[src/rtl/bcd_pkg.sv]
// Shared definitions for the sequential binary-to-BCD converter and the
// seven-segment display path.
//   state_t    : converter FSM states (IDLE, SHIFT)
//   CODE_BLANK : digit code the seven-segment decoder shows as blank
//   CODE_DASH  : digit code shown as a dash
//   CODE_OVF   : digit code filled into every digit when the result overflows
package bcd_pkg;

    typedef enum logic [0:0] {
        IDLE  = 1'b0,
        SHIFT = 1'b1
    } state_t;

    localparam logic [3:0] CODE_BLANK = 4'hA;
    localparam logic [3:0] CODE_DASH  = 4'hB;
    localparam logic [3:0] CODE_OVF   = 4'hE;

endpackage

[src/rtl/bcd_digit_adj.sv]
// Double-dabble digit correction: a BCD digit greater than 4 gets +3 so that
// the following left shift carries correctly into the next decimal digit.
//   digit : current 4-bit scratch digit
//   adj   : corrected digit (4-bit result, no carry out)
module bcd_digit_adj (
    input  logic [3:0] digit,
    output logic [3:0] adj
);

    always_comb begin
        adj = digit;
        if (digit > 4'd4) begin
            adj = digit + 4'd3;
        end
    end

endmodule

[src/rtl/seq_bin_to_bcd.sv]
// Multi-cycle double-dabble converter: DATA_W-bit binary (optionally two's
// complement) operand to DIGITS packed BCD digits, one shift per clock.
//   clock, reset_n : system clock, asynchronous active-low reset
//   start          : conversion request, sampled only while idle
//   bin_in         : operand, captured on the accepting edge
//   signed_mode    : operand is two's complement (ignored when SIGNED_EN=0)
//   busy           : conversion in progress (exactly DATA_W cycles)
//   done           : one-cycle pulse, results valid from this cycle
//   bcd_out        : packed digits, LSD in [3:0]; held between conversions
//   negative       : sign of the last converted operand
//   overflow       : last operand did not fit in DIGITS digits
//   state_dbg      : current FSM state (0 = IDLE, 1 = SHIFT)
//
// Handshake: a request is accepted on any rising edge where start=1 and the
// converter is idle (busy=0, which includes the done cycle). start while busy
// is dropped, not queued. done pulses for one cycle at completion and the
// result outputs change only on that edge.
module seq_bin_to_bcd
    import bcd_pkg::*;
#(
    parameter int DATA_W    = 32,
    parameter int DIGITS    = 10,
    parameter bit SIGNED_EN = 1'b1
) (
    input  logic                  clock,
    input  logic                  reset_n,
    input  logic                  start,
    input  logic [DATA_W-1:0]     bin_in,
    input  logic                  signed_mode,
    output logic                  busy,
    output logic                  done,
    output logic [4*DIGITS-1:0]   bcd_out,
    output logic                  negative,
    output logic                  overflow,
    output logic                  state_dbg
);

    localparam int SW = 4 * DIGITS;
    localparam int CW = $clog2(DATA_W + 1);

    state_t            state;
    state_t            state_n;
    logic [DATA_W-1:0] mag;
    logic [SW-1:0]     scratch;
    logic [SW-1:0]     adj;
    logic              sign;
    logic              ovf_sticky;
    logic [CW-1:0]     cnt;

    logic              accept;
    logic              last_iter;
    logic              neg_in;
    logic              ovf_final;

    assign accept    = (state == IDLE) && start;
    assign last_iter = (state == SHIFT) && (cnt == CW'(DATA_W - 1));
    assign neg_in    = SIGNED_EN && signed_mode && bin_in[DATA_W-1];
    // The bit leaving the scratch MSB on this shift also counts as overflow.
    assign ovf_final = ovf_sticky | adj[SW-1];

    genvar g;
    generate
        for (g = 0; g < DIGITS; g++) begin : g_adj
            bcd_digit_adj u_adj (
                .digit (scratch[4*g +: 4]),
                .adj   (adj[4*g +: 4])
            );
        end
    endgenerate

    // State register
    always_ff @(posedge clock or negedge reset_n) begin
        if (!reset_n) begin
            state <= IDLE;
        end else begin
            state <= state_n;
        end
    end

    // Next-state logic
    always_comb begin
        state_n = state;
        unique case (state)
            IDLE:    if (start)     state_n = SHIFT;
            SHIFT:   if (last_iter) state_n = IDLE;
            default: state_n = IDLE;
        endcase
    end

    // Output logic
    always_comb begin
        busy      = (state == SHIFT);
        state_dbg = (state == SHIFT);
    end

    // Datapath: operand capture, shift iterations and result registers
    always_ff @(posedge clock or negedge reset_n) begin
        if (!reset_n) begin
            mag        <= '0;
            scratch    <= '0;
            sign       <= 1'b0;
            ovf_sticky <= 1'b0;
            cnt        <= '0;
            done       <= 1'b0;
            bcd_out    <= '0;
            negative   <= 1'b0;
            overflow   <= 1'b0;
        end else begin
            done <= last_iter;
            if (accept) begin
                // Most-negative operand negates to itself, which is the
                // correct unsigned magnitude 2^(DATA_W-1).
                mag        <= neg_in ? (~bin_in + DATA_W'(1)) : bin_in;
                sign       <= neg_in;
                scratch    <= '0;
                ovf_sticky <= 1'b0;
                cnt        <= '0;
            end else if (state == SHIFT) begin
                scratch    <= {adj[SW-2:0], mag[DATA_W-1]};
                mag        <= {mag[DATA_W-2:0], 1'b0};
                ovf_sticky <= ovf_final;
                cnt        <= cnt + CW'(1);
                if (last_iter) begin
                    bcd_out  <= ovf_final ? {DIGITS{CODE_OVF}}
                                          : {adj[SW-2:0], mag[DATA_W-1]};
                    negative <= sign;
                    overflow <= ovf_final;
                end
            end
        end
    end

endmodule
[config.mk]
export PLATFORM = sky130hd
export DESIGN_NAME = seq_bin_to_bcd
export DESIGN_NICKNAME = d
export VERILOG_FILES = /design/src/rtl/bcd_pkg.sv /design/src/rtl/bcd_digit_adj.sv /design/src/rtl/seq_bin_to_bcd.sv
export SDC_FILE = /design/constraint.sdc
export NUM_CORES = 1
export LEC_CHECK = 0
export ABC_AREA = 0
export BUFFER_PORTS_ARGS = -buffer_cell sky130_fd_sc_hd__buf_2
export CAP_MARGIN = 20
export CORE_AREA = 8 8 156 122
export CTS_CLUSTER_DIAMETER = 60
export DETAILED_ROUTE_END_ITERATION = 6
export DIE_AREA = 0 0 164 130
export PLACE_DENSITY = 0.6
export SYNTH_ARGS = -nofsm -noshare
export SYNTH_HDL_FRONTEND = slang
export SYNTH_HIERARCHICAL = 1
export SYNTH_SLANG_ARGS = --single-unit
[constraint.sdc]
create_clock -name clock -period 2.9 [get_ports clock]
set_input_delay 0.29 -clock clock [delete_from_list [all_inputs] [get_ports clock]]
set_output_delay 0.29 -clock clock [all_outputs]
set_load 0.02 [all_outputs]
Yosys cells after proc, flatten, opt, wreduce, memory -nomap -nowiden
Cells that the tools add are included.
Storage, ports and cells
  register bits: 124
  output and inout port bits: 45
  word-level logic and storage cells: 65
  input port bits: 36
Operators by class
  bitwise operators: 4
  reductions and logical operators: 5
  muxes and demuxes: 23
  add/subtract/negate cells: 12
  equality and inequality tests: 1
  magnitude comparators: 10
Operators by type and width (number)
  40-bit two-way mux: 3
  32-bit two-way mux: 3
  4-bit by 2-bit adder with 4-bit output, second input constant: 10
  4-bit by 3-bit greater-than comparator with 1-bit output, second input constant: 10
  4-bit two-way mux: 10
  32-bit by 1-bit adder with 32-bit output, second input constant: 1
  32-bit NOT: 1
  6-bit two-way mux: 2
  6-bit by 1-bit adder with 6-bit output, second input constant: 1
  6-bit by 5-bit == test with 1-bit output, second input constant: 1
  1-bit two-way mux: 4
  1-bit logical AND: 3
  3-bit AND reduction: 1
  1-bit NOT: 2
  1-bit one-hot mux with 2 select lines: 1
  2-bit nonzero test: 1
  1-bit bitwise OR: 1

Logic depth before layout (Yosys ltp)
Gate-level depths: netlist (run 1).
  depth in word-level cells: 5
  mapped depth: 8
  mapped depth without buffers: 7

Hierarchy
Netlist (run 1), hierarchy kept.
Modules (own cells, without submodules)
  seq_bin_to_bcd: sequential area each 3103.0 µm², cells each 467, times used 1, area an instance 5430.2 µm²
  bcd_digit_adj: sequential area each 0.0 µm², cells each 15, times used 10, area an instance 103.8 µm²

Least setup slack after synthesis (run 1)
Ideal clock, no wire load.
  kind: input-to-reg
  start point: in bin_in[2]
  end point: reg mag[27]
  data arrival time: 1689 ps
  path slack: 1142 ps
  stages on the path: 6
  setup time: 69 ps
  buffers on the path: 1
  cell sequence: or4_4 -> buf_6 -> nor2_8 -> nand3_4 -> or4_1 -> nand3_1
Between the ends
  cells in the longest elaborated chain, start to end: 4
Ends and longest elaborated chain
  from (decl): RTL line seq_bin_to_bcd.sv:28  | input logic [DATA_W-1:0] bin_in,
  32-bit NOT: RTL line seq_bin_to_bcd.sv:113  | mag <= neg_in ? (~bin_in + DATA_W'(1)) : bin_in;
  32-bit by 1-bit adder with 32-bit output: RTL line seq_bin_to_bcd.sv:113
  32-bit two-way mux: RTL line seq_bin_to_bcd.sv:113
  32-bit two-way mux: RTL line seq_bin_to_bcd.sv:110  | if (accept) begin
  to (signal assigned): RTL line seq_bin_to_bcd.sv:113
  to (signal assigned): RTL line seq_bin_to_bcd.sv:120  | mag <= {mag[DATA_W-2:0], 1'b0};
  to (decl): RTL line seq_bin_to_bcd.sv:43  | logic [DATA_W-1:0] mag;
Every way passes these cells.
A chain may end at the register's enable or synchronous reset.

Final worst setup path (run 1)
  start point: reg state (netlist: busy)
  end point: out state_dbg
RTL lines
  from (decl): RTL line seq_bin_to_bcd.sv:41  | state_t state;
  from (signal assigned): RTL line seq_bin_to_bcd.sv:76  | state <= state_n;
  to (decl): RTL line seq_bin_to_bcd.sv:35  | output logic state_dbg
No word-level cell between the ends.

==> impl_metrics.ini, run 1 <==
[run_status]
outcome = finished clean

[synth]
yosys-top-cells-count = dfrtp_1 (124), o21ai_0 (57), a22o_1 (54)
synth.most_common_cell = dfrtp_1
synth_top_cell_by_area = dfrtp_1
synthXorXnorAreaFrac = 0.0487
synth_adder_area_share = 0.0426
fraction_of_synthesized_area_in_multiplexers = 0.0342
synthesis.area_um2 = 6470
top_ff_cell_synth = dfrtp_1
synth.yosys.warnings = 6
yosys-top-cells-area = dfrtp_1 (48%), a22o_1 (7.3%), o21ai_0 (4.4%)
synthDistinctLibCells = 48
synthArstFlopShare = 1.00
post_synth_and_or_nand_nor_area_fraction = 0.105
yosysTopAreaCellShare = 0.480
synth_enable_flop_cells = 0
ys_ff_latch = 124
main_combinational_cell_family_by_area_after_synthesis = compound AO/OA/AOI/OAI gates
yosysSeqAreaShare = 0.480
post_synth.cell_area_avg_um2 = 10.5
synthesized_area_fraction_occupied_by_ao_oa_aoi_and_oai_cells = 0.245
synth_nets = 675
postSynthCellCount = 617

[grt]
gr-usage-met2 = 0.233
grt_antenna_before_repair = 0
global_route.usage.met1 = 0.203
overflow = 0
number_of_global_route_vias_before_repair = 5114
grt_max_degree = 58
grt_busiest_layer = met2
global_route.usage.met3 = 0.0387
wire_length_of_the_first_global_routing_pass_um = 25800
grt_resource_usage_total = 0.151

[timing]
timing.final.hold_violations = 0
setup_viol_count_final = 0
fin_setup_tns_ns = 0
worst_slew_pin_slew_ns = 0.862
shortest_clock_period_the_worst_path_allows_after_layout_ns = 2.17
drv_slew = 0
finalHoldWorstSlack_ns = 0.169
final.period_utilization = 0.748
post_route_skew_ns = 0.00698
grt_setup_unrepaired = false
max_freq_mhz = 461
worst_slew_margin_rel = 0.424

[final_layout]
final-instance-count-excl-fill = 920
finish.net_count = 750
drive_gt1_frac = 0.199
final_core_utilization = 0.470
n_antenna_cell = 0
post-route-cell-area_um2 = 7740
fillers = 1489
ff_latch_area_um2 = 3100
multiInputGateArea_um2 = 3090
area_growth_syn_to_layout_pct = 19.6

[critical_path]
end_kind = output pin
reg2reg_to = bcd_out[2]
worst_path_max_delay_cell = dfrtp_2
cpPeakStageDelay_ns = 0.63
rr_worst_depth = 7
worstPathArrival_ns = 1.88
worstSetupPathType = reg2out
worst_ep_required_time_ns = 2.61
setup_slack_of_the_worst_register_to_register_path_ns = 0.77
crit_path_cell_trace = buf_4 > buf_2
startpoint_of_the_lowest_slack_register_to_register_path = scratch[36]
cp_max_fo = 49
crit_path_start_kind = flip-flop

[min_path]
holdPathStages = 3
timing.hold.worst_endpoint = mag[16]
worstHoldPathType = in2reg
hold_path_origin = bin_in[16]

[placed_design]
total_placed_cells_including_tap_cells = 886
placed_area_um2 = 7110
placement.io_buffers = 80
gp_congestion = 0.794
hpwlAfterDp_um = 10600

[power]
peakVddDrop_uv = 367
p_leak_nw = 3.55
power.density_cell_area_nw_per_um2 = 1100

[drt]
vias_cell = 5.47
drt_iter0_markers = 392
ant_nets = 0
drt_wl_total_um = 15500
route.vias.total = 5036
drt_pre_antenna_iters = 6
wl_per_cell_um = 16.9
route.detailed.drc = 0

[floorplanning]
die_area_um2 = 21300
start_util = 0.393
floorplan.io_pins = 81
core_area_um2 = 16500
die_h_um = 130
num_rows = 41
floorplan.die.width_um = 164

[cts]
cts_tree = yes
clk_pin_slew_worst_paths_ns = 0.05
cts_made_buffers = 17
cts_hold_buf = 1
insertion_delay_ns = 0.41
postCtsSetupRepairBufs = 0
tritoncts_num_sinks = 124
h-tree-depth = 4
clock-root-buffer = clkbuf_16
postCtsResizedCells = 0
clock_path_buffers = 2

[job]
max-cap-violations = 0
cells by family after synthesis:
kind of cell / Yosys count
XOR/XNOR: 36
adder cells (fa/ha/maj): 22
multiplexers: 22
buffers and inverters: 71
AND/OR/NAND/NOR: 120
AO/OA/AOI/OAI: 222
flip-flops: 124
final cells by class:
type,instances,share of cell area
well taps,215,0.0348
multi-input cells,422,0.399
inverters,35,0.0170
clock buffers,26,0.0658
repair buffers,92,0.0715
flip-flops and latches,124,0.401
clock inverters,6,0.0107
per-stage QoR:
| stage | worst slack (ns) | power (mW) |
|---|---|---|
| after floorplan | 1.14 | 5.52 |
| after global placement | 0.701 | 6.29 |
| after detailed placement | 0.581 | 6.45 |
| after CTS | 0.579 | 8.60 |
| after global routing | 0.604 | 9.13 |
| final | 0.732 | 8.50 |
power by group:
group          total, mW  internal (mW)  switching (mW)
combinational       3.34           1.65            1.69
clock               2.11           1.38           0.730
sequential          3.05           2.44           0.610
cells in the final DEF, fill, tap and decap left out, types with 3 or more instances in the layout:
| master | count |
|---|---|
| buf_12 | 3 |
| o22a_1 | 30 |
| a22o_1 | 54 |
| clkbuf_16 | 17 |
| nand3_1 | 10 |
| clkinv_2 | 3 |
| ha_1 | 22 |
| inv_1 | 34 |
| o211ai_1 | 3 |
| a21o_1 | 10 |
| xor2_1 | 7 |
| buf_4 | 8 |
| clkbuf_8 | 5 |
| nor4_1 | 8 |
| or4_1 | 3 |
| nor2b_1 | 11 |
| clkbuf_1 | 4 |
| a22oi_1 | 17 |
| o21ai_0 | 57 |
| buf_2 | 79 |
| a21oi_2 | 10 |
| nor3_1 | 16 |
| nand2b_1 | 13 |
| xnor2_1 | 29 |
| or3_1 | 4 |
| a21oi_1 | 13 |
| nand2_1 | 20 |
| nor2_1 | 16 |
| nand4_1 | 4 |
| mux2i_1 | 21 |
| o21ai_1 | 11 |
| o31ai_1 | 3 |
| a31oi_1 | 8 |
| dfrtp_1 | 123 |
routing by layer:
metal / routed length (µm) / vias up
li1: - / 2432
met5: 0 / -
met4: 133 / 0
met2: 7340 / 84
met1: 7520 / 2510
met3: 531 / 10
worst max-delay path by stage:
stage / start / endpoint
6_report: busy / state_dbg
5_1_grt: busy / state_dbg
4_1_cts: scratch[36] / bcd_out[2]
3_5_place_dp: scratch[36] / bcd_out[2]
3_3_place_gp: bin_in[1] / mag[12]
2_1_floorplan: bin_in[2] / mag[27]
worst max-delay path: cells and delay by family (launching register included):
family   cells  cell delay [ns]
buf+inv      2             0.82
flops        1             0.63
flip-flops by register name, indices dropped and copies added, names as in the netlist:
| signal | cells |
|---|---|
| bcd_out | 40 |
| scratch | 40 |
| mag | 32 |
| cnt | 6 |
| busy | 1 |
| done | 1 |
| negative | 1 |
| overflow | 1 |
| ovf_sticky | 1 |
| sign | 1 |
Power figures use the tool's default switching activity.
==> inputs of run 2 (changes only) <==
==> constraint.sdc (replaced) <==
create_clock -name clock -period 2.2 [get_ports clock]
set_input_delay 0.22 -clock clock [delete_from_list [all_inputs] [get_ports clock]]
set_output_delay 0.22 -clock clock [all_outputs]
set_load 0.02 [all_outputs]
==> impl_metrics.ini, run 2 (synthesis results as in run 1) <==
[run_status]
outcome = finished clean

[timing]
timing.final.hold_violations = 0
final.period_utilization = 0.897
setup_ws_ns = 0.227
setup_viol_count_final = 0
shortest_clock_period_the_worst_path_allows_after_layout_ns = 1.97
worst_slew_margin_rel = 0.625
grt_setup_unrepaired = false
drv_slew = 0
post_route_skew_ns = 0.0118
fin_setup_tns_ns = 0
worst_slew_pin_slew_ns = 0.557
max_freq_mhz = 507

[cts]
postCtsSetupRepairBufs = 0
tritoncts_num_sinks = 124
clock-root-buffer = clkbuf_16
h-tree-depth = 4
clock_path_buffers = 2
insertion_delay_ns = 0.42
cts_made_buffers = 17
clk_pin_slew_worst_paths_ns = 0.06
cts_tree = yes

[grt]
number_of_global_route_vias_before_repair = 5197
grt_antenna_before_repair = 0
grt_resource_usage_total = 0.153
overflow = 0
grt_max_degree = 40
wire_length_of_the_first_global_routing_pass_um = 26200

[critical_path]
cpLargestDelayFamily = simple AND/OR/NAND/NOR gates
crit_path_cell_trace = inv_1 > ha_1 > nor3_1 > a21o_1 > or3_1 > buf_4 > o22a_1
setup_slack_of_the_worst_register_to_register_path_ns = 0.23
worst_path_max_delay_cell = dfrtp_1
worstPathArrival_ns = 2.27
worst_ep_required_time_ns = 2.50
worstSetupPathType = reg2reg
crit_path_start_kind = flip-flop
end_kind = flip-flop
cp.buffers_inverters = 2
cpPeakStageDelay_ns = 0.42
cp_max_fo = 24

[drt]
maxUsedRoutingLayer = met4
vias_cell = 5.48
wl_met3_um = 603
drt_pre_antenna_iters = 5
ant_nets = 0
detail_route.wirelength.met1_um = 7390
drt_iter0_markers = 306
met2RoutedLength_um = 7530
wl_per_cell_um = 16.9
route.vias.total = 5103
drt_wl_total_um = 15800
route.detailed.drc = 0

[final_layout]
finish.net_count = 762
layout.cells.most_common = dfrtp_1
drive_gt1_frac = 0.218
n_antenna_cell = 0
area_growth_syn_to_layout_pct = 21.0
fillers = 1532
most-common-layout-cells = dfrtp_1 (123), buf_2 (79), o21ai_0 (57), a22o_1 (54), inv_1 (34)
post-route-cell-area_um2 = 7830
top_regs = bcd_out x40, scratch x40, mag x32

[power]
finalPower_mw = 11.4
power.density_cell_area_nw_per_um2 = 1450
peakVddDrop_uv = 785
p_leak_nw = 3.60

[placed_design]
place_worst_setup_slack_ns = 0.230
gp_congestion = 0.821
placed_area_um2 = 7210
hpwlAfterDp_um = 11100
placement.io_buffers = 80

[floorplanning]
core_area_um2 = 16500
floorplan.die.width_um = 164
num_rows = 41
floorplan.io_pins = 81
start_util = 0.393
die_area_um2 = 21300
die_h_um = 130

[min_path]
worstHoldPathType = in2reg

[job]
max-cap-violations = 0
-- run 2: changes by cell type in the layout (fill, tap and decap cells not counted), sizes merged --
cell	change
bufinv	+1
clkinvlp	+1
buf	+12
clkbuf	-9
clkinv	+3
inv	+4
-- run 2: per-stage QoR --
step	cells	hold slack, ns	util
2_1_floorplan	617	-0.0756	-
3_3_place_gp	899	0.237	0.438
3_5_place_dp	899	0.248	0.438
4_1_cts	932	0.0600	0.475
5_1_grt	932	0.0944	0.475
6_report	932	0.0818	0.475
-- run 2: metal layers --
metal,track usage,vias to the layer above
met4,0.0581,0
met3,0.0381,18
li1,-,2457
met1,0.198,2534
met5,0,-
met2,0.245,94
-- run 2: worst paths after layout --
path	start	to	cells past startpoint
min in group asynchronous	reset_n	bcd_out[15]	2
max reg2reg	scratch[36]	bcd_out[15]	7
min reg2reg	sign	negative	2
max in group asynchronous	reset_n	scratch[20]	3
min	bin_in[25]	mag[25]	3
max	scratch[36]	bcd_out[15]	7
-- run 2: final cells by class --
cell class	instances	area (µm²)	area share
Multi-Input combinational cell	422	3090	0.394
Tap cell	215	269	0.0344
Inverter	35	131	0.0168
Clock inverter	15	189	0.0241
Clock buffer	17	425	0.0543
Sequential cell	124	3100	0.396
Timing Repair Buffer	104	623	0.0796
-- run 2: worst reg2reg max path: stages (launching register included) --
cell	delay, ns
dfrtp_1	0.42
inv_1	0.10
ha_1	0.20
nor3_1	0.07
a21o_1	0.20
or3_1	0.40
buf_4	0.24
o22a_1	0.23
-- run 2: power breakdown --
| part | switching, mW | internal, mW |
|---|---|---|
| Combinational | 2.27 | 2.20 |
| Clock | 1.09 | 1.80 |
| Sequential | 0.803 | 3.22 |
| Total | 4.17 | 7.22 |
-- run 2: timing repair --
action | in CTS | in global routing
hold endpoints to repair | 36 | 0
gates resized for setup | 0 | 0
hold buffers | 1 | 0
